## src/rtl/if_stage_pkg.sv

```systemverilog
// Shared definitions for the RV32IM instruction-fetch stage.
//   XLEN              : architectural register / address width
//   NOP_INSTR         : canonical NOP (addi x0, x0, 0) used for IF/ID bubbles
//   RESET_PC_DEFAULT  : default fetch address after reset
//   fb_entry_t        : one fetch-buffer slot {pc, instr, filled}
//   word_align()      : clears the byte-offset bits of an address
package if_stage_pkg;

  localparam int unsigned XLEN = 32;

  localparam logic [XLEN-1:0] NOP_INSTR        = 32'h0000_0013;
  localparam logic [XLEN-1:0] RESET_PC_DEFAULT = 32'h0000_0000;

  typedef struct packed {
    logic [XLEN-1:0] pc;
    logic [XLEN-1:0] instr;
    logic            filled;
  } fb_entry_t;

  function automatic logic [XLEN-1:0] word_align(input logic [XLEN-1:0] addr);
    return {addr[XLEN-1:2], 2'b00};
  endfunction

endpackage

```

## src/rtl/if_stage_fetch_buffer.sv

```systemverilog
// In-order fetch buffer: circular queue of FB_DEPTH slots {pc, instr, filled}.
//   clk, rst        : clock, synchronous active-high reset
//   clear_i         : drop every slot (redirect); an alloc in the same cycle lands after the clear
//   alloc_i/pc_i    : reserve the tail slot for a granted fetch
//   fill_i/instr_i  : write returned data into the oldest unfilled slot
//   pop_i           : retire the head slot (only honoured when the head is filled)
//   occupancy_o     : allocated slots (pending + filled)
//   pending_o       : allocated slots still waiting for data
//   head_*_c        : combinational view of the head slot
module if_stage_fetch_buffer
  import if_stage_pkg::*;
#(
  parameter  int unsigned FB_DEPTH = 2,
  localparam int unsigned PTR_W    = $clog2(FB_DEPTH),
  localparam int unsigned CNT_W    = PTR_W + 1
) (
  input  logic            clk,
  input  logic            rst,
  input  logic            clear_i,
  input  logic            alloc_i,
  input  logic [XLEN-1:0] alloc_pc_i,
  input  logic            fill_i,
  input  logic [XLEN-1:0] fill_instr_i,
  input  logic            pop_i,
  output logic [CNT_W-1:0] occupancy_o,
  output logic [CNT_W-1:0] pending_o,
  output logic            head_filled_c,
  output logic [XLEN-1:0] head_instr_c,
  output logic [XLEN-1:0] head_pc_c
);

  fb_entry_t [FB_DEPTH-1:0] mem_q, mem_d;
  logic [PTR_W-1:0] head_q, head_d;
  logic [PTR_W-1:0] tail_q, tail_d;
  logic [PTR_W-1:0] fill_q, fill_d;
  logic [CNT_W-1:0] occ_q, occ_d;
  logic [CNT_W-1:0] pend_q, pend_d;
  logic             fill_ok;
  logic             pop_ok;

  assign head_filled_c = (occ_q != '0) && mem_q[head_q].filled;
  assign head_instr_c  = mem_q[head_q].instr;
  assign head_pc_c     = mem_q[head_q].pc;
  assign occupancy_o   = occ_q;
  assign pending_o     = pend_q;

  // Fills only target slots already allocated; pops only retire filled heads.
  assign fill_ok = fill_i && (pend_q != '0);
  assign pop_ok  = pop_i && head_filled_c;

  // Next-state for slots, pointers and counters.
  always_comb begin
    mem_d  = mem_q;
    head_d = head_q;
    tail_d = tail_q;
    fill_d = fill_q;
    occ_d  = occ_q;
    pend_d = pend_q;

    if (clear_i) begin
      mem_d  = '0;
      head_d = '0;
      tail_d = '0;
      fill_d = '0;
      occ_d  = '0;
      pend_d = '0;
      if (alloc_i) begin
        mem_d[0].pc     = alloc_pc_i;
        mem_d[0].instr  = NOP_INSTR;
        mem_d[0].filled = 1'b0;
        tail_d          = PTR_W'(1);
        occ_d           = CNT_W'(1);
        pend_d          = CNT_W'(1);
      end
    end else begin
      if (alloc_i) begin
        mem_d[tail_q].pc     = alloc_pc_i;
        mem_d[tail_q].instr  = NOP_INSTR;
        mem_d[tail_q].filled = 1'b0;
        tail_d               = tail_q + PTR_W'(1);
      end
      if (fill_ok) begin
        mem_d[fill_q].instr  = fill_instr_i;
        mem_d[fill_q].filled = 1'b1;
        fill_d               = fill_q + PTR_W'(1);
      end
      if (pop_ok) begin
        mem_d[head_q].filled = 1'b0;
        head_d               = head_q + PTR_W'(1);
      end
      occ_d  = occ_q + CNT_W'(alloc_i) - CNT_W'(pop_ok);
      pend_d = pend_q + CNT_W'(alloc_i) - CNT_W'(fill_ok);
    end
  end

  // State registers.
  always_ff @(posedge clk) begin
    if (rst) begin
      mem_q  <= '0;
      head_q <= '0;
      tail_q <= '0;
      fill_q <= '0;
      occ_q  <= '0;
      pend_q <= '0;
    end else begin
      mem_q  <= mem_d;
      head_q <= head_d;
      tail_q <= tail_d;
      fill_q <= fill_d;
      occ_q  <= occ_d;
      pend_q <= pend_d;
    end
  end

endmodule

```

## src/rtl/if_stage.sv

```systemverilog
// RV32IM instruction-fetch stage with IF/ID pipeline register.
//   clk, rst            : clock, synchronous active-high reset
//   stall_i / flush_i   : hazard unit hold / bubble of IF/ID
//   redirect_i/_pc_i    : EX-resolved branch/jump target
//   imem_req_o/addr_o   : word fetch request (combinational)
//   imem_gnt_i          : request accepted this cycle
//   imem_rvalid_i/rdata : in-order read response
//   if_id_*_o           : IF/ID register (instr, pc+4, valid)
module if_stage
  import if_stage_pkg::*;
#(
  parameter logic [XLEN-1:0] RESET_PC = RESET_PC_DEFAULT,
  parameter int unsigned     FB_DEPTH = 2
) (
  input  logic            clk,
  input  logic            rst,
  input  logic            stall_i,
  input  logic            flush_i,
  input  logic            redirect_i,
  input  logic [XLEN-1:0] redirect_pc_i,
  output logic            imem_req_o,
  output logic [XLEN-1:0] imem_addr_o,
  input  logic            imem_gnt_i,
  input  logic            imem_rvalid_i,
  input  logic [XLEN-1:0] imem_rdata_i,
  output logic [XLEN-1:0] if_id_instr_o,
  output logic [XLEN-1:0] if_id_pc_plus_4_o,
  output logic            if_id_valid_o
);

  localparam int unsigned CNT_W = $clog2(FB_DEPTH) + 1;
  localparam int unsigned SUM_W = CNT_W + 1;

  logic [XLEN-1:0]  pc_q, pc_d;
  logic [CNT_W-1:0] drop_cnt_q, drop_cnt_d;
  logic [XLEN-1:0]  instr_q, instr_d;
  logic [XLEN-1:0]  pcp4_q, pcp4_d;
  logic             valid_q, valid_d;

  logic [CNT_W-1:0] occ;
  logic [CNT_W-1:0] pend;
  logic             head_filled;
  logic [XLEN-1:0]  head_instr;
  logic [XLEN-1:0]  head_pc;

  logic             req_acc;
  logic             drop_hit;
  logic             rvalid_used;
  logic             fill;
  logic             pop;
  logic [SUM_W-1:0] drop_sum;

  assign imem_req_o  = !rst && (occ < CNT_W'(FB_DEPTH));
  assign imem_addr_o = redirect_i ? word_align(redirect_pc_i) : pc_q;

  assign if_id_instr_o     = instr_q;
  assign if_id_pc_plus_4_o = pcp4_q;
  assign if_id_valid_o     = valid_q;

  // Response routing: stale responses are absorbed by drop_cnt, and any
  // response seen during a redirect belongs to the path being abandoned.
  assign req_acc     = imem_req_o && imem_gnt_i;
  assign drop_hit    = imem_rvalid_i && (drop_cnt_q != '0);
  assign rvalid_used = imem_rvalid_i && ((drop_cnt_q != '0) || (pend != '0));
  assign fill        = imem_rvalid_i && !drop_hit && !redirect_i && (pend != '0);
  assign pop         = !redirect_i && !flush_i && !stall_i && head_filled;
  assign drop_sum    = SUM_W'(drop_cnt_q) + SUM_W'(pend) - SUM_W'(rvalid_used);

  if_stage_fetch_buffer #(
    .FB_DEPTH(FB_DEPTH)
  ) u_fetch_buffer (
    .clk          (clk),
    .rst          (rst),
    .clear_i      (redirect_i),
    .alloc_i      (req_acc),
    .alloc_pc_i   (imem_addr_o),
    .fill_i       (fill),
    .fill_instr_i (imem_rdata_i),
    .pop_i        (pop),
    .occupancy_o  (occ),
    .pending_o    (pend),
    .head_filled_c(head_filled),
    .head_instr_c (head_instr),
    .head_pc_c    (head_pc)
  );

  // Fetch PC and stale-response bookkeeping.
  always_comb begin
    pc_d       = pc_q;
    drop_cnt_d = drop_cnt_q;

    if (req_acc) begin
      pc_d = imem_addr_o + XLEN'(4);
    end else if (redirect_i) begin
      pc_d = imem_addr_o;
    end

    if (redirect_i) begin
      drop_cnt_d = CNT_W'(drop_sum);
    end else if (drop_hit) begin
      drop_cnt_d = drop_cnt_q - CNT_W'(1);
    end
  end

  // IF/ID register: redirect/flush bubble > stall hold > load head > bubble.
  always_comb begin
    instr_d = instr_q;
    pcp4_d  = pcp4_q;
    valid_d = valid_q;

    if (redirect_i || flush_i) begin
      instr_d = NOP_INSTR;
      valid_d = 1'b0;
    end else if (stall_i) begin
      instr_d = instr_q;
    end else if (head_filled) begin
      instr_d = head_instr;
      pcp4_d  = head_pc + XLEN'(4);
      valid_d = 1'b1;
    end else begin
      instr_d = NOP_INSTR;
      valid_d = 1'b0;
    end
  end

  always_ff @(posedge clk) begin
    if (rst) begin
      pc_q       <= word_align(RESET_PC);
      drop_cnt_q <= '0;
      instr_q    <= NOP_INSTR;
      pcp4_q     <= '0;
      valid_q    <= 1'b0;
    end else begin
      pc_q       <= pc_d;
      drop_cnt_q <= drop_cnt_d;
      instr_q    <= instr_d;
      pcp4_q     <= pcp4_d;
      valid_q    <= valid_d;
    end
  end

endmodule

```

## config.mk

```make
export PLATFORM = sky130hd
export DESIGN_NAME = if_stage
export DESIGN_NICKNAME = d
export VERILOG_FILES = /design/src/rtl/if_stage_pkg.sv /design/src/rtl/if_stage_fetch_buffer.sv /design/src/rtl/if_stage.sv
export SDC_FILE = /design/constraint.sdc
export NUM_CORES = 1
export LEC_CHECK = 0
export CAP_MARGIN = 20
export CELL_PAD_IN_SITES_DETAIL_PLACEMENT = 1
export CELL_PAD_IN_SITES_GLOBAL_PLACEMENT = 1
export CORE_MARGIN = 1
export CORE_UTILIZATION = 30
export DETAILED_ROUTE_END_ITERATION = 16
export PLACE_DENSITY = 0.74
export SLEW_MARGIN = 25
export SYNTH_ARGS = -nofsm -noshare
export SYNTH_HDL_FRONTEND = slang
export SYNTH_HIERARCHICAL = 1
export SYNTH_SLANG_ARGS = --single-unit
```

## constraint.sdc

```tcl
create_clock -name clk -period 8.3 [get_ports clk]
set_input_delay 1.245 -clock clk [delete_from_list [all_inputs] [get_ports clk]]
set_output_delay 1.245 -clock clk [all_outputs]
set_load 0.005 [all_outputs]
```

; Word-level counts from Yosys, hierarchy flattened
; Index checks and enable logic that the tools add are counted.
[classes]
reduce_logical = 31
add_sub_neg = 12
bitwise = 2
muxes = 40
magnitude_cmp = 7
[op_table]
columns = op, count
row1 = 130-bit bitwise mux, 6
row2 = 130-bit 2-to-1 mux, 5
row3 = 65-bit demux with 1-bit select, 6
row4 = 65-bit 2-to-1 mux, 5
row5 = 32-bit 2-to-1 mux, 4
row6 = 33-bit 2-to-1 mux, 2
row7 = 32-bit by 3-bit adder with 32-bit output (second input constant), 2
row8 = 1-bit logical AND, 16
row9 = 2-bit nonzero test, 5
row10 = 1-bit 2-to-1 mux, 8
row11 = 2-bit 2-to-1 mux, 4
row12 = 1-bit by 2-bit < comparator with 1-bit output (second input constant), 3
row13 = 2-bit by 1-bit subtractor with 2-bit output, 3
row14 = 1-bit zero test, 5
row15 = 2-bit by 1-bit adder with 2-bit output, 2
row16 = 2-bit OR reduction, 2
row17 = 1-bit adder (second input constant), 3
row18 = 1-bit >= comparator (second input constant), 3
row19 = 3-bit AND reduction, 1
row20 = 2-bit adder, 1
row21 = 1-bit logical OR, 2
row22 = 2-bit < comparator (second input constant), 1
row23 = 1-bit inverter, 2
row24 = 2-bit by 1-bit subtractor with 2-bit output (second input constant), 1
[word_totals]
input_bits = 71
output_inout_bits = 98
wordCells = 108
ff_bits = 236

; Longest topological paths before layout
; Gate-level depths: netlist (run 1).
[depth]
ltp_word = 16
mapped_depth = 12
depth_no_buf = 10

; Hierarchy
; The synthesis (run 1) kept the hierarchy.
[modules_own_cells]
columns = mod, area_each_um2, seq_area_each_um2, instances, cells_per_inst
row1 = if_stage_fetch_buffer, 6137.1, 2742.6, 1, 709
row2 = if_stage, 5197.5, 1981.9, 1, 605

; Least setup slack after synthesis (run 1)
; No wires, ideal clock.
[synth_path]
path_type = input port to output port
start = input port redirect_i
end = output port imem_addr_o[21]
n_path_buf = 5
t_required_ps = 7055
path_slack_ps = 4584
arrival_ps = 2471
stages = 6
cell_sequence = buf_4 > buf_4 > buf_2 > buf_2 > buf_2 > mux2_2
[synth_between]
elab_chain_len = 1
[synth_lines]
columns = element, line_no
row1 = "start, declared", if_stage.sv:19  ; input logic redirect_i,
row2 = 32-bit 2-to-1 mux, if_stage.sv:54  ; assign imem_addr_o = redirect_i ? word_align(redirect_pc_i) : pc_q;
row3 = "end, declared", if_stage.sv:22  ; output logic [XLEN-1:0] imem_addr_o,
; Every way passes these cells.

; Worst setup path in the final report (run 1)
[layout_path]
start = input port redirect_i
end = output port imem_addr_o[15]
; The elaborated chain is that of the path after synthesis.

==> results of run 1 <==
[cell usage after synthesis, types with 3 or more instances]
cell,count
dfxtp_1,236
a21oi_1,157
nand2_1,143
mux2_2,88
nand3_1,88
nor2_1,76
o211ai_1,64
clkbuf_1,59
buf_2,40
nand3b_1,38
o21ai_0,33
a22oi_1,32
xnor2_1,23
nor3_1,20
inv_1,19
xor2_1,18
a211oi_1,17
mux2i_1,14
and4_1,11
nand4_1,11
and3_1,9
or3_1,8
and2_1,7
ha_1,7
nand2b_1,7
nand4b_1,7
buf_4,6
nor2b_1,6
o22ai_1,6
a31oi_1,4
buf_1,4
o31ai_1,4
and4b_1,3
nor3b_1,3
nor4_1,3
nor4_2,3
or2_2,3
[final cells by class]
type / count / area [sq um] / share of cell area
clock inverters: 12 / 120 / 0.00844
diodes: 1 / 2.50 / 0.000176
well taps: 504 / 631 / 0.0443
multi-input cells: 946 / 6060 / 0.426
clock buffers: 40 / 837 / 0.0588
repair buffers: 182 / 1770 / 0.125
flip-flops and latches: 236 / 4730 / 0.332
inverters: 21 / 80.1 / 0.00563
[power by group through the flow]
stage	clock (W)	combinational, W	sequential [W]
6_report	0.00126	0.000251	0.00117
5_1_grt	0.00134	0.000273	0.00117
4_1_cts	0.00129	0.000253	0.00117
3_5_place_dp	0	0.000250	0.00119
3_3_place_gp	0	0.000246	0.00119
2_1_floorplan	0	0.000136	0.00119
[metal layers]
metal	track usage	vias to the layer above	part of all wire
met5	0	-	0.00029
met4	0.0414	2	0.014
met3	0.0294	46	0.050
met2	0.354	223	0.50
met1	0.246	5150	0.43
li1	-	4934	-
[kinds of logic (layout without fill, tap and decap cells)]
logic type	Yosys count	after routing	share of synthesized area
compound gates	338	338	0.184
xor+xnor	41	41	0.0317
fa+ha+maj	7	7	0.00773
buf+inv	132	255	0.0514
flops	236	236	0.417
mux	102	102	0.0998
other cells	0	1	0
simple gates	458	458	0.209
[stage by stage]
stage,utilization,cell area (sq um)
2_1_floorplan,-,11300
3_3_place_gp,0.360,13300
5_1_grt,0.386,14200
6_report,0.386,14200
3_5_place_dp,0.360,13300
4_1_cts,0.386,14200
[worst max-delay path: cells and delay by family]
kind | cells | cell delay, ns
buf+inv | 3 | 1.57
mux | 1 | 0.49
[state kept, by name (all words and copies together), names as in the netlist]
register,count
u_fetch_buffer/head_q,1
pc_q,32
if_id_pc_plus_4_o,32
if_id_valid_o,1
u_fetch_buffer/pending_o,2
drop_cnt_q,2
if_id_instr_o,32
u_fetch_buffer/fill_q,1
u_fetch_buffer/tail_q,1
u_fetch_buffer/occupancy_o,2
u_fetch_buffer/mem_q,130
[worst paths after layout]
kind / endpoint / slack (ns) / cells past startpoint
setup reg to reg: u_fetch_buffer/occupancy_o[1] / 4.43 / 12
hold reg to reg: u_fetch_buffer/mem_q[110] / 0.46 / 2
setup / recovery: imem_addr_o[15] / 3.71 / 4
hold / removal: u_fetch_buffer/mem_q[110] / 0.46 / 2
==> flow_summary.toml, run 1 <==
[logic_synthesis]
ys_warn_count = 6
synthTopCellsByArea = "dfxtp_1 (42%), mux2_2 (8.7%), a21oi_1 (6.9%), nand2_1 (4.7%), o211ai_1 (4.2%)"
ys_types = 67
async_flop_share = 0
synth_edf_count = 0
synth_ff_type = "dfxtp_1"
synthCells = 1314
syn-num-nets = 1392
yosysSeqAreaShare = 0.417
synth_area_sq_mm = 0.0113
netlist.area_leader.share = 0.417
yosysTopAreaCell = "dfxtp_1"
synth_seq_cells = 236
syn_avg_cell_area_sq_um = 8.63

[sta]
rsz0062_at_grt = "false"
final.setup.tns_ns = 0
finalMaxSlewViolations = 0
hold_slack_ns = 0.461
clock_skew_ns = 0.0135
tightest_slew_ns = 1.04
slew_headroom = 0.304
setup_ws_ns = 3.71
setup-violations-final = 0
final_hold_viol_count = 0
period_share = 0.553
fin_crit_ns = 4.59
max_freq_ghz = 0.218

[global_routing]
antenna_found_initial = 1
overflow = 0
grt_max_degree = 69
grt_pass1_vias = 10800
grt_pass1_wl_um = 60600
grtUsageTotal = 0.197

[clock_network]
cts_hold_buf = 0
cts_resized = 0
clock_sinks = 236
worst_skew_pair.late_latency_ns = 0.55
cts.htree.levels = 1
cts_buffers = 28
clkSlewWorstSetupHoldPaths_ns = 0.06
ctsRootBufferMaster = "clkbuf_16"
clockBufferDepth = 3
postCtsSetupBuffers = 0
cts_tree = "done"

[power_and_ir_drop]
pwr-share-seq = 0.436
p_clk_frac = 0.470
p_int_w = 0.00202
peakVddDrop_mv = 0.125
power_switching_w = 0.000656
p_per_area_mw_per_mm2 = 188
p_comb_frac = 0.094
p_total_w = 0.00268
swShare = 0.245
leakage_nw = 4.67

[floorplanning]
die_area_sq_mm = 0.0386
start_util = 0.307
rows = 70
die-height_um = 196
fp.dieW_um = 196
io-pin-count = 169
core_sq_mm = 0.0369

[job]
max_cap_violations = 0

[worst_setup_path]
endpoint_kind = "primary output"
critPathSlowestCell = "clkdlybuf4s50_1"
cp_max_fo = 68
timing.rr.start = "u_fetch_buffer/head_q"
arrival_ns = 3.35
criticalPathCategory = "in -> out"
critPathLaunch = "redirect_i"
max_stage_delay_ns = 0.53
critPathRequiredTime_ns = 7.05
cp-start-kind = "primary input"
crit_top_cell = "buf_4"
critical_path.cell_chain = "buf_4 -> buf_4 -> mux2_2 -> clkdlybuf4s50_1"

[layout]
final_cell_mix = "dfxtp_1 (235), clkdlybuf4s50_1 (164), a21oi_1 (157)"
nets = 1493
drive_gt1_frac = 0.124
final_cells = 1942
area_delta_synth_final_pct = 25.6
final_common_cell = "dfxtp_1"
nFillCells = 4274

[hold_path]
hold_class = "reg -> reg"
worstHoldStart = "u_fetch_buffer/mem_q[110]"

[placed_design]
globalplace.congestion = 0.792
post-dp-hpwl_um = 24500
port_buffers = 166
placed_cells = 1889
place_ws_ns = 3.68

[drt]
wl_per_cell_um = 19.7
ant_nets = 0
dr.pass1.iters = 5
routed_wl_um = 38300
drt_iter0_markers = 505
route.detailed.drc = 0
routed-via-count = 10400
routed_via_density = 5.33

[outcome]
status = "finished clean"
(Power assumes the default switching activity.)
==> inputs of run 2 (changes only) <==
PLACE_DENSITY = 0.76   (was 0.74)
clock period = 3.8 ns   (was 8.3 ns; I/O delays follow)
==> flow_summary.toml, run 2 (synthesis results as in run 1) <==
[sta]
fin_crit_ns = 2.97
tightest_slew_ns = 0.863
final_hold_viol_count = 0
finalMaxSlewViolations = 0
max_freq_ghz = 0.337
slew_headroom = 0.419
rsz0062_at_grt = "false"
setup-violations-final = 0
clock_skew_ns = 0.0109
period_share = 0.781
final.setup.tns_ns = 0

[drt]
routed-via-count = 10500
ant_nets = 0
wl_per_cell_um = 19.9
drt_iter0_markers = 424
route.detailed.drc = 0
routed_via_density = 5.37
routed_wl_um = 38800
dr.pass1.iters = 4

[power_and_ir_drop]
leakage_nw = 4.75
peakVddDrop_mv = 0.289
p_per_area_mw_per_mm2 = 419

[worst_setup_path]
endpoint_kind = "primary output"
critPathSlowestCell = "clkdlybuf4s50_1"
critical_path.cell_chain = "buf_4 -> buf_12 -> mux2i_1 -> inv_1 -> clkdlybuf4s50_1"
path_buf_inv = 4
cp_max_fo = 79
max_stage_delay_ns = 0.50
criticalPathCategory = "in -> out"
arrival_ns = 2.40
critPathRequiredTime_ns = 3.23
path_delay_family = "buffers and inverters"
cp-start-kind = "primary input"

[clock_network]
cts.htree.levels = 1
worst_skew_pair.late_latency_ns = 0.55
ctsRootBufferMaster = "clkbuf_16"
cts_resized = 0
cts_tree = "done"
cts_hold_buf = 0
postCtsSetupBuffers = 0
clkSlewWorstSetupHoldPaths_ns = 0.06
cts_buffers = 28
clock_sinks = 236
clockBufferDepth = 3

[placed_design]
globalplace.congestion = 0.809
post-dp-hpwl_um = 25500
port_buffers = 166

[layout]
largest_register = "u_fetch_buffer/mem_q"
final_util = 0.390
n_antenna_cell = 0
final_cell_mix = "dfxtp_1 (235), clkdlybuf4s50_1 (164), a21oi_1 (157)"
area_delta_synth_final_pct = 27.0
final_common_cell = "dfxtp_1"
largest_reg_flops = 130
nets = 1505
drive_gt1_frac = 0.128

[global_routing]
use_met2 = 0.351
grtUsageTotal = 0.198
grt_pass1_vias = 11000
grt_busiest_layer = "met2"
antenna_found_initial = 0
grt_pass1_wl_um = 61000
grt_util_met3 = 0.0306
grt_max_degree = 80
overflow = 0
global_route.usage.met1 = 0.243

[floorplanning]
die_area_sq_mm = 0.0386
rows = 70
start_util = 0.307
core_sq_mm = 0.0369
io-pin-count = 169
fp.dieW_um = 196
die-height_um = 196

[outcome]
status = "finished clean"

[job]
max_cap_violations = 0

[hold_path]
hold_class = "reg -> reg"
[run 2: worst paths after layout]
kind,startpoint,endpoint,slack (ns),depth (start not counted)
max,redirect_i,imem_addr_o[12],0.83,5
min,u_fetch_buffer/mem_q[110],u_fetch_buffer/mem_q[110],0.46,2
max reg2reg,u_fetch_buffer/head_q,u_fetch_buffer/occupancy_o[1],0.97,10
min reg2reg,u_fetch_buffer/mem_q[110],u_fetch_buffer/mem_q[110],0.46,2
[run 2: metal layers]
metal  share of wire  wire (um)  vias up
li1                -          -     4954
met2            0.49      19200      282
met3           0.051       1980       62
met1            0.43      16600     5190
met5               0          0        -
met4           0.027       1070        0
[run 2: where the power goes]
| part | internal, W | total (W) | switching, W | leakage (nW) |
|---|---|---|---|---|
| Clock | 0.00181 | 0.00292 | 0.00111 | 0.489 |
| Combinational | 0.000238 | 0.000557 | 0.000319 | 2.35 |
| Sequential | 0.00252 | 0.00255 | 0.0000320 | 1.91 |
| Total | 0.00456 | 0.00602 | 0.00146 | 4.75 |
[run 2: tightest hold or removal path, delay by kind of cell, from the launching register on]
kind | cells | cell delay [ns]
simple gates | 1 | 0.05
flops | 1 | 0.31
compound gates | 1 | 0.05
[run 2: layout make-up]
cell class	count	area, sq um
Tap cell	504	631
Fill cell	4309	22500
Inverter	21	78.8
Clock buffer	42	845
Multi-Input combinational cell	946	6050
Clock inverter	10	161
Sequential cell	236	4730
Timing Repair Buffer	194	1900
[run 2: stage by stage]
step	cell area [sq um]	hold slack, ns	worst slack, ns	power [W]	std cells
after global routing	14400	0.486	0.700	0.00623	1953
after floorplan	11300	0.433	0.832	0.00289	1314
after global placement	13400	0.438	0.328	0.00314	1901
after detailed placement	13400	0.449	0.249	0.00316	1901
final	14400	0.455	0.831	0.00602	1953
after CTS	14400	0.458	0.842	0.00608	1953
==> inputs of run 3 (changes only) <==
clock period = 2.4 ns   (was 3.8 ns; I/O delays follow)
==> flow_summary.toml, run 3 (synthesis results as in run 1) <==
[drt]
routed-via-count = 10700
wl_per_cell_um = 19.8
drt_iter0_markers = 501
routed_wl_um = 39700
routed_via_density = 5.34
dr.pass1.iters = 5
ant_nets = 0
route.detailed.drc = 0

[worst_setup_path]
max_stage_delay_ns = 0.52
endpoint_kind = "flop"
cp_max_fo = 14
critical_path.cell_chain = "buf_12 -> buf_4 -> mux2_2 -> nand3_1 -> or4_4 -> nor4_4 -> xnor2_1 -> a211oi_2"
timing.rr.start = "u_fetch_buffer/head_q"
critPathSlowestCell = "or4_4"
path_delay_family = "simple AND/OR/NAND/NOR gates"
r2r_slack_ns = 0.10
critical_path_cell_count = 8
path_buf_inv = 2
arrival_ns = 2.76
reg2reg_to = "if_id_pc_plus_4_o[29]"
reg2reg_depth = 8
critPathRequiredTime_ns = 2.86
cp-start-kind = "flop"
criticalPathCategory = "reg -> reg"

[sta]
setup-violations-final = 0
max_freq_ghz = 0.435
setup_ws_ns = 0.104
final_hold_viol_count = 0
fin_crit_ns = 2.30
rsz0062_at_grt = "true"
slew_headroom = 0.505
hold_slack_ns = 0.303
tightest_slew_ns = 0.734
period_share = 0.957
finalMaxSlewViolations = 0
clock_skew_ns = 0.0158

[layout]
nets = 1559
final_cell_mix = "dfxtp_1 (235), clkdlybuf4s50_1 (164), a21oi_1 (157)"
largest_register = "u_fetch_buffer/mem_q"
drive_gt1_frac = 0.164
area_delta_synth_final_pct = 32.0
final_util = 0.406
largest_reg_flops = 130
final_common_cell = "dfxtp_1"
n_antenna_cell = 0

[global_routing]
grt_max_degree = 64
overflow = 0
grt_pass1_wl_um = 62500
grt_pass1_vias = 11400
grtUsageTotal = 0.202
antenna_found_initial = 0

[hold_path]
hold_path_depth = 3
min_to = "pc_q[7]"
worstHoldStart = "rst"
hold_class = "in -> reg"

[clock_network]
clockBufferDepth = 3
worst_skew_pair.late_latency_ns = 0.55
clkSlewWorstSetupHoldPaths_ns = 0.06
cts.htree.levels = 1
clock_sinks = 236
cts_buffers = 28
ctsRootBufferMaster = "clkbuf_16"
cts_tree = "done"
cts_hold_buf = 0

[floorplanning]
die_area_sq_mm = 0.0386
rows = 70
io-pin-count = 169
die-height_um = 196
start_util = 0.307
core_sq_mm = 0.0369
fp.dieW_um = 196

[placed_design]
port_buffers = 166
place_ws_ns = -0.0720
globalplace.congestion = 0.863
post-dp-hpwl_um = 26500

[power_and_ir_drop]
swShare = 0.247
p_total_w = 0.00934
pwr-share-seq = 0.432
p_per_area_mw_per_mm2 = 624
peakVddDrop_mv = 0.419
p_comb_frac = 0.102
leakage_nw = 5.03
power_switching_w = 0.00230
p_int_w = 0.00704
p_clk_frac = 0.466

[job]
max_cap_violations = 0

[outcome]
status = "finished clean"
## run 3: cell type report
cell class	count	area, sq um
clock buffers	38	790
clock inverters	12	151
fillers	4261	21900
inverters	21	78.8
multi-input cells	946	6100
flip-flops and latches	236	4730
well taps	504	631
repair buffers	248	2480
## run 3: how the worst max path moves through the flow
stage,startpoint,end
after floorplan,redirect_i,u_fetch_buffer/occupancy_o[1]
after global routing,u_fetch_buffer/head_q,if_id_pc_plus_4_o[29]
final,u_fetch_buffer/head_q,if_id_pc_plus_4_o[29]
after global placement,redirect_pc_i[2],pc_q[28]
after CTS,u_fetch_buffer/head_q,if_id_pc_plus_4_o[28]
after detailed placement,redirect_pc_i[3],pc_q[28]
## run 3: power by group through the flow
stage | combinational (W) | sequential (W) | clock (W)
final | 0.000956 | 0.00403 | 0.00435
after global routing | 0.00103 | 0.00404 | 0.00463
after CTS | 0.000962 | 0.00403 | 0.00445
after detailed placement | 0.000951 | 0.00412 | 0
after floorplan | 0.000478 | 0.00410 | 0
after global placement | 0.000931 | 0.00412 | 0
## run 3: repair_timing
action	CTS	global route
gates resized for setup	0	10
buffers inserted	0	5
endpoints found under the setup margin	0	11
## run 3: tightest hold or removal path, delay by kind of cell
family                 cells  cell delay, ns
buffers and inverters      2            0.33
and+or+nand+nor            1            0.12
## run 3: per-stage QoR
step                instances  area, sq um  TNS, ns
global placement         1949        13900  -0.0689
detailed placement       1949        13900  -0.0751
CTS                      1999        14900        0
floorplan                1314        11400        0
finish                   2005        15000        0
global route             2005        15000  -0.0191
## run 3: per-layer routing
metal	vias up	global-route usage	routed length, um
li1	5063	-	-
met1	5303	0.245	16800
met2	274	0.373	20000
met3	61	0.0245	1870
met4	0	0.0553	1030
met5	-	0	0
